===== src/rtl/hub75_pkg.sv =====
// hub75_pkg: panel geometry, fb_data field layout and the pixel word shared by the
// HUB75 fetch and shifter blocks.
package hub75_pkg;
  localparam int COLS = 32;
  localparam int ROWS_HALF = 16;
  localparam int PLANES = 4;
  localparam int CW = $clog2(COLS);
  localparam int RW = $clog2(ROWS_HALF);
  localparam int PW = $clog2(PLANES);
  localparam int AW = RW + CW;
  localparam int FBW = 6 * PLANES;
  localparam int TOP_R = 0;
  localparam int TOP_G = PLANES;
  localparam int TOP_B = 2 * PLANES;
  localparam int BOT_R = 3 * PLANES;
  localparam int BOT_G = 4 * PLANES;
  localparam int BOT_B = 5 * PLANES;

  typedef enum logic [1:0] {IDLE, FETCH, DRAIN} state_t;

  typedef struct packed {
    logic [1:0] r;
    logic [1:0] g;
    logic [1:0] b;
    logic [RW-1:0] row;
    logic [PW-1:0] plane;
    logic last;
  } pix_t;

  localparam int PIX_W = $bits(pix_t);

  // Returns {bottom, top} bit of one colour channel for bit-plane p.
  function automatic logic [1:0] plane_bits(input logic [FBW-1:0] d, input int top, input int bot,
                                            input logic [PW-1:0] p);
    logic [FBW-1:0] ts, bs;
    logic [PLANES-1:0] tn, bn;
    ts = d >> top;
    bs = d >> bot;
    tn = ts[PLANES-1:0];
    bn = bs[PLANES-1:0];
    return {bn[p], tn[p]};
  endfunction
endpackage


===== src/rtl/hub75_skid_fifo.sv =====
// hub75_skid_fifo: 2-entry FIFO whose head register drives the output directly.
module hub75_skid_fifo #(
  parameter int W = 8
) (
  input  logic         clk,
  input  logic         rst,
  input  logic         push,
  input  logic [W-1:0] din,
  input  logic         pop,
  output logic [W-1:0] dout,
  output logic         valid,
  output logic [1:0]   count
);
  logic [W-1:0] mem [2];
  logic pop_v;
  logic [1:0] wr;

  assign pop_v = pop && valid;
  assign wr = count - {1'b0, pop_v};
  assign valid = count != 2'd0;
  assign dout = mem[0];

  always_ff @(posedge clk)
    if (!rst) begin
      mem[0] <= '0;
      mem[1] <= '0;
      count <= '0;
    end else begin
      if (pop_v) mem[0] <= mem[1];
      if (push) mem[wr[0]] <= din;
      count <= count + {1'b0, push} - {1'b0, pop_v};
    end
endmodule


===== src/rtl/hub75_pixel_fetch.sv =====
// hub75_pixel_fetch: walks the framebuffer in scan order (row, plane, col) and streams the
// current bit-plane of each top/bottom pixel pair to the panel shifter.
module hub75_pixel_fetch
  import hub75_pkg::*;
(
  input  logic             clk,
  input  logic             rst,
  input  logic             en,
  output logic             fb_rd,
  output logic [AW-1:0]    fb_addr,
  input  logic [FBW-1:0]   fb_data,
  output logic             pix_valid,
  input  logic             pix_ready,
  output logic [1:0]       pix_r,
  output logic [1:0]       pix_g,
  output logic [1:0]       pix_b,
  output logic [RW-1:0]    pix_row,
  output logic [PW-1:0]    pix_plane,
  output logic             pix_last,
  output logic             frame_done
);
  state_t state;
  logic [CW-1:0] col;
  logic [PW-1:0] plane, plane_d;
  logic [RW-1:0] row, row_d;
  logic stop, vld_d, last_d, pop;
  logic [1:0] count;
  logic [2:0] used;
  pix_t din, head;

  assign pop = pix_valid && pix_ready;
  // Words already owed to the FIFO after this cycle's pop; a new read needs one free slot.
  assign used = {1'b0, count} + {2'b0, vld_d} - {2'b0, pop};
  assign fb_rd = rst && state == FETCH && used < 3'd2;
  assign fb_addr = {row, col};
  assign din = '{r: plane_bits(fb_data, TOP_R, BOT_R, plane_d),
                 g: plane_bits(fb_data, TOP_G, BOT_G, plane_d),
                 b: plane_bits(fb_data, TOP_B, BOT_B, plane_d),
                 row: row_d, plane: plane_d, last: last_d};
  assign {pix_r, pix_g, pix_b, pix_row, pix_plane, pix_last} = head;

  hub75_skid_fifo #(.W(PIX_W)) u_fifo (
    .clk(clk), .rst(rst), .push(vld_d), .din(din), .pop(pop),
    .dout(head), .valid(pix_valid), .count(count)
  );

  always_ff @(posedge clk)
    if (!rst) begin
      state <= IDLE;
      col <= '0;
      plane <= '0;
      row <= '0;
      stop <= 1'b0;
      vld_d <= 1'b0;
      row_d <= '0;
      plane_d <= '0;
      last_d <= 1'b0;
      frame_done <= 1'b0;
    end else begin
      vld_d <= fb_rd;
      frame_done <= pop && head.last && head.row == RW'(ROWS_HALF - 1) && head.plane == PW'(PLANES - 1);
      if (fb_rd) begin
        row_d <= row;
        plane_d <= plane;
        last_d <= col == CW'(COLS - 1);
        col <= col + CW'(1);
        if (col == CW'(COLS - 1)) begin
          plane <= plane == PW'(PLANES - 1) ? '0 : plane + PW'(1);
          if (plane == PW'(PLANES - 1)) row <= row + RW'(1);
        end
      end
      case (state)
        IDLE: begin
          stop <= 1'b0;
          if (en) state <= FETCH;
        end
        // A stop request only takes effect once the row-plane's last column is issued.
        FETCH: begin
          if (!en) stop <= 1'b1;
          if (fb_rd && col == CW'(COLS - 1) && (stop || !en)) state <= DRAIN;
        end
        DRAIN: if (count == 2'd0 && !vld_d) state <= IDLE;
        default: state <= IDLE;
      endcase
    end
endmodule


===== config.mk =====
export PLATFORM = sky130hd
export DESIGN_NAME = hub75_pixel_fetch
export DESIGN_NICKNAME = d
export VERILOG_FILES = /design/src/rtl/hub75_pkg.sv /design/src/rtl/hub75_skid_fifo.sv /design/src/rtl/hub75_pixel_fetch.sv
export SDC_FILE = /design/constraint.sdc
export NUM_CORES = 1
export LEC_CHECK = 0
export CAP_MARGIN = 25
export CORE_ASPECT_RATIO = 1.5
export CORE_MARGIN = 2
export CORE_UTILIZATION = 56
export DETAILED_ROUTE_END_ITERATION = 10
export DONT_BUFFER_PORTS = 1
export PLACE_DENSITY = 0.77
export SETUP_SLACK_MARGIN = 0.05
export SYNTH_ARGS = -nofsm -noshare
export SYNTH_HDL_FRONTEND = slang
export SYNTH_SLANG_ARGS = --single-unit

===== constraint.sdc =====
create_clock -name clk -period 2.24 [get_ports clk]
set_input_delay 0.224 -clock clk [delete_from_list [all_inputs] [get_ports clk]]
set_output_delay 0.224 -clock clk [all_outputs]
set_load 0.005 [all_outputs]

---- Word-level counts from Yosys, hierarchy flattened ----
Memory sizes are Yosys's and may differ from the RTL's.
Cells that the tools add are included.
word-level totals
  register bits after elaboration ......... 25
  RAM bits ................................ 26
  bits of input ports ..................... 28
  output and inout bits ................... 25
  logic and storage cells ................. 85
  memories kept ........................... 1
operators by class
  add/sub/neg operators ................... 8
  $lt $le $gt $ge ......................... 2
  equality and inequality tests ........... 10
  mux-type cells .......................... 30
  bitwise operators ....................... 1
  reduce and logical (&&, ||, !) cells .... 22
memory list
  memory      words  bits a word  read ports  clocked after memory_dff  write ports  RTL line               text
  u_fifo.mem  2      13           2           0                         2            hub75_skid_fifo.sv:14  logic [W-1:0] mem [2];
operators with widths
  operator                                                    count
  2-to-1 mux 13 bit                                           2
  2-to-1 mux 1 bit                                            16
  OR reduction 13 bit                                         1
  binary-select mux 1 bit (select 2 bit)                      6
  logical AND 1 bit                                           10
  2-to-1 mux 2 bit                                            4
  == test 2 bit, second input constant                        3
  inequality test 2 bit, second input constant                3
  case mux 2 bit (3 select lines)                             1
  AND reduction 3 bit                                         2
  adder 5 x 1 -> 5 bit, second input constant                 1
  == test 5 bit, second input constant                        1
  adder 4 x 1 -> 4 bit, second input constant                 1
  == test 4 bit, second input constant                        1
  logical NOT 2 bit                                           2
  AND reduction 2 bit                                         2
  nonzero test 2 bit                                          2
  adder 2 x 1 -> 3 bit                                        1
  less-than comparator 2 x 3 -> 1 bit, second input constant  1
  less-than comparator 3 x 2 -> 1 bit, second input constant  1
  subtractor 3 x 1 -> 3 bit                                   1
  adder 2 x 1 -> 2 bit                                        1
  adder 2 x 1 -> 2 bit, second input constant                 1
  == test 2 x 1 -> 1 bit, second input constant               1
  other kinds (7)                                             8

---- Depth between registers and ports, before layout ----
  depth in word-level cells ............... 9
  depth in mapped cells ................... 9

---- Hierarchy ----
From an unflattened synthesis, not the netlist that was laid out.
second synthesis, totals
  cell total of the unflattened synthesis .. 229
  area, all modules ....................... 2513.7 um2
by module, submodules not included
  module             times used  cells each  area each (um2)  sequential area each (um2)
  hub75_skid_fifo    1           102         1305.0           820.8
  hub75_pixel_fetch  1           127         1208.7           460.4

---- Worst setup path before layout ----
OpenSTA, ideal clock, no wires.
  path kind ............................... reg-to-reg
  start point ............................. register u_fifo.count[1]
  end point ............................... register row[2]
  arrival ................................. 2416 ps
  required time ........................... 2170 ps
  setup slack ............................. -245 ps
  stages on the path, launching flop included .. 9
  period minus slack after synthesis ...... 2485 ps
  cells stage by stage .................... dfxtp_1 > o21ai_1 > inv_1 > ha_1 > nand2b_1 > fa_1 > nand4b_4 > or4_1 > a21oi_1
on the way
  word-level cells in the longest chain between the ends .. 6
  elaborated cells on any way between the ends .. 7
ends and longest elaborated chain
  what                                                                          RTL line                 text
  start, declared                                                               hub75_skid_fifo.sv:12    output logic [1:0] count
  start signal, assigned                                                        hub75_skid_fifo.sv:31    count <= count + {1'b0, push} - {1'b0, pop_v};
  parallel branches: the longest is 2 deep, another holds adder 2 x 1 -> 3 bit  --
  subtractor 3 x 1 -> 3 bit *                                                   hub75_pixel_fetch.sv:33  assign used = {1'b0, count} + {2'b0, vld_d} - {2'b0, pop};
  less-than comparator 3 x 2 -> 1 bit *                                         hub75_pixel_fetch.sv:34  assign fb_rd = rst && state == FETCH && used < 3'd2;
  logical AND 1 bit *                                                           hub75_pixel_fetch.sv:34
  AND reduction 3 bit (no source line) *                                        --
  end signal, assigned                                                          hub75_pixel_fetch.sv:69  if (plane == PW'(PLANES - 1)) row <= row + RW'(1);
  end, declared                                                                 hub75_pixel_fetch.sv:25  logic [RW-1:0] row, row_d;
Mark *: on every way between the ends.
A chain may end at the register's enable or synchronous reset.

---- Worst setup path after layout ----
  start point ............................. register u_fifo.count[0]
  end point ............................... register row_d[2]
on the way
  word-level cells in the longest chain between the ends .. 5
  elaborated cells on any way between the ends .. 6
ends and longest elaborated chain
  what                                                                          RTL line                 text
  parallel branches: the longest is 2 deep, another holds adder 2 x 1 -> 3 bit  --
  subtractor 3 x 1 -> 3 bit *                                                   hub75_pixel_fetch.sv:33
  less-than comparator 3 x 2 -> 1 bit *                                         hub75_pixel_fetch.sv:34
  logical AND 1 bit *                                                           hub75_pixel_fetch.sv:34
  end signal, assigned                                                          hub75_pixel_fetch.sv:63  row_d <= row;
  end, declared                                                                 hub75_pixel_fetch.sv:25
Marks and branches as above.

==> impl_results.rst <==
.. list-table::
   :header-rows: 1

   * - Metric
     - Value
   * - Remaining Overflow, GRT
     - 0
   * - Post-DR wirelength/cell
     - approximately 18 µm
   * - Placeable core region
     - ~4100 µm²
   * - Cell area after technology mapping
     - 2370 µm²
   * - Setup-violating endpoint count in the final report
     - 21
   * - First DRT Iteration DRCs
     - 45
   * - Worst-case headroom to the max-slew limit
     - about 61%
   * - Footprint of the multi-input gates
     - roughly 1100 µm²
   * - Final Net Count
     - 256
   * - Mean post-synth cell area
     - 11.7 µm²
   * - I/O pins
     - 53
   * - Global-route wire length before repair
     - ~8000 µm
   * - Data required time at the worst endpoint
     - 2480 ps
   * - Critical-path maximum fanout
     - 5
   * - Avg Vias per Cell
     - between 6 and 7
   * - Leading cell types in the layout, fill and taps excluded
     - edfxtp_1, dfxtp_1, buf_4, and2_1, a22o_1
   * - Total inserted antenna cells
     - 0
   * - Detailed placer's ending HPWL
     - approximately 3400 µm
   * - Initial core utilization
     - 57.2%
   * - Synth Instances
     - 202
   * - Area of the die
     - about 4800 µm²
   * - Pins Over Slew Limit
     - 0
   * - Leak Pwr
     - 1.05 nW
   * - Actual transition at the worst max-transition pin
     - 578 ps
   * - Distinct cell type count after synthesis
     - 37
   * - Number of antenna violations at the first check in global routing
     - 0
   * - Synth Net Count
     - 238
   * - P per Cell Area
     - about 990 nW/µm²
   * - DRC violation count after routing
     - 0
   * - Clock tree root driver cell
     - clkbuf_8
   * - Post-synth EDFFs
     - 26
   * - Clock tree from TritonCTS
     - built
   * - Pin count of the biggest net entering global routing
     - 20
   * - Clock latency of the later-clocked register in the worst-skew pair
     - roughly 310 ps
   * - Routability-driven placement congestion ratio
     - 0.864
   * - Commonest non-fill, non-tap cell in the layout
     - edfxtp_1
   * - Final cycle utilization of the critical path
     - 108%
   * - Post-synthesis sequential element count
     - just over 50
   * - Routed length on met3
     - roughly 160 µm
   * - Width of the die
     - around 57 µm
   * - Met2 wirelength from detailed routing
     - 2780 µm
   * - Number of placed instances, taps included
     - 250
   * - Sink count of the clock tree
     - 51
   * - Signal arrival time at the worst endpoint
     - 2670 ps
   * - # Max-Cap Violations
     - 0
   * - Aggregate routed wire length
     - 4760 µm
   * - Yosys synthesis warning count
     - 0
   * - Outcome
     - complete, but fails checks
   * - Routed length on met1
     - about 1700 µm
   * - Min-Delay Startpoint
     - rst
   * - Violated checks
     - setup timing
   * - Launching point of the worst reg2reg path
     - u_fifo.count[0]
   * - Buffers added on ports
     - 0
   * - Row count
     - 29
   * - Final hold violation count
     - 0
   * - Max layer used
     - met4
   * - Via count of the first global-routing pass
     - between 1500 and 2000
   * - Type of the most critical hold path
     - input port to register
   * - Worst vdd ir
     - 0.694 mV
   * - Via count
     - 1679
   * - Maximum buffer depth of the clock tree
     - 2
   * - Total GRT Usage
     - between 20% and 30%
   * - Dominant register cell in the synthesized netlist
     - edfxtp_1
   * - Detailed-routing iteration count for the pre-antenna-repair pass
     - 4
   * - Worst hold slack
     - ~45 ps
   * - Critical path startpoint
     - u_fifo.count[0]
   * - Register area
     - 1290 µm²
   * - Fraction of layout instances using a drive strength above 1
     - 29.0%
   * - Highest achievable clock rate
     - between 400 and 500 MHz
   * - CP Capture Type
     - register
   * - Fill cell count
     - 311
   * - Vertical die dimension
     - 83.6 µm
   * - Startpoint types
     - register
   * - Period minus WS final
     - between 2000 and 2500 ps
   * - Non-filler instance count after layout
     - ~270
   * - Inserted Clock Buffers
     - 5
   * - Critical Setup Path Class
     - register to register
   * - Worst setup margin
     - -190 ps
   * - H-tree level count
     - 2
   * - Async set or reset register ratio after synthesis
     - 0%
   * - Relative area change from synthesis to final layout
     - 17.2%
   * - RSZ-0062 raised after global routing
     - yes
   * - Fraction of the yosys area taken by sequential cells
     - between 50 and 60%
   * - Worst clock skew
     - about 8.4 ps
   * - Antenna Violating Nets Remaining
     - 0
   * - Clock input transition at the sequential cells of the worst setup and hold paths
     - roughly 90 ps
## routing by layer
| metal | vias up | global-route usage, % |
|---|---|---|
| li1 | 787 | - |
| met1 | 828 | 24.1 |
| met2 | 53 | 39.2 |
| met3 | 11 | 3.88 |
| met4 | 0 | 8.46 |
| met5 | - | 0 |
## cell usage after synthesis (6+ instances only)
cell | count | share of area [%]
edfxtp_1 | 26 | 33
dfxtp_1 | 25 | 21
and2_1 | 14 | 3.7
a22o_1 | 13 | 4.8
nand2_1 | 12 | 1.9
nand3_1 | 12 | 2.5
a21oi_1 | 11 | 2.3
o21ai_0 | 11 | 2.3
ha_1 | 7 | 3.7
clkbuf_1 | 6 | 0.95
inv_1 | 6 | 0.95
mux2i_1 | 6 | 2.5
mux4_2 | 6 | 5.7
nor2_1 | 6 | 0.95
## logic make-up after synthesis
logic type,after synthesis,synth area share [%]
simple gates,67,16.3
flops,51,54.1
compound gates,41,11.4
buf+inv,19,3.59
mux,12,8.25
fa+ha+maj,8,4.55
xor+xnor,4,1.80
## stage by stage
step	power, mW	setup WS [ps]	setup TNS (ps)	cell area, µm²	util (%)
2_1_floorplan	1.79	-52.0	-62.9	2430	-
3_3_place_gp	2.00	-43.3	-86.8	2520	61.0
3_5_place_dp	2.04	-132	-1030	2520	61.0
4_1_cts	2.72	-171	-1690	2760	66.6
5_1_grt	2.89	-280	-3670	2780	67.1
6_report	2.76	-190	-2040	2780	67.1
## final cells by class
cell class	count	area share, %
timing repair buffer	24	7.44
inverter	6	0.812
clock inverter	3	0.676
multi-input combinational	132	40.2
clock buffer	5	2.48
sequential	51	46.3
tap	46	2.07
## critical path, stage by stage (launching register included)
cell and delay [ps]:
dfxtp_2 350, o21ai_4 140, inv_1 50, ha_1 260
nand2b_4 140, fa_2 560, and4b_1 300, buf_6 150
buf_4 110, nand3_1 120, a21oi_2 180
## power breakdown
part,internal (mW),total (mW),switching (mW)
clock,0.219,0.523,0.304
sequential,1.13,1.22,0.0867
combinational,0.409,1.02,0.610
## state kept, by name (all words and copies together), names as in the netlist
signal        flops
vld_d             1
plane             2
row               4
u_fifo.mem       26
plane_d           2
u_fifo.count      2
stop              1
col               5
row_d             4
frame_done        1
state             2
last_d            1
## path summary, 6_finish.rpt
path | end | slack, ps | cells past startpoint
worst max-delay path | row_d[2] | -190 | 10
worst min-delay path | u_fifo.count[0] | 50 | 1
worst max register to register | row_d[2] | -190 | 10
worst min register to register | plane[1] | 490 | 2
## timing repair
action	in CTS	in global routing
setup endpoints to repair	34	35
gates cloned	1	0
hold buffers	0	0
setup buffers	7	1
resized for setup	29	3
pin swaps	14	1
No activity file was read; power rests on OpenSTA's default activity.
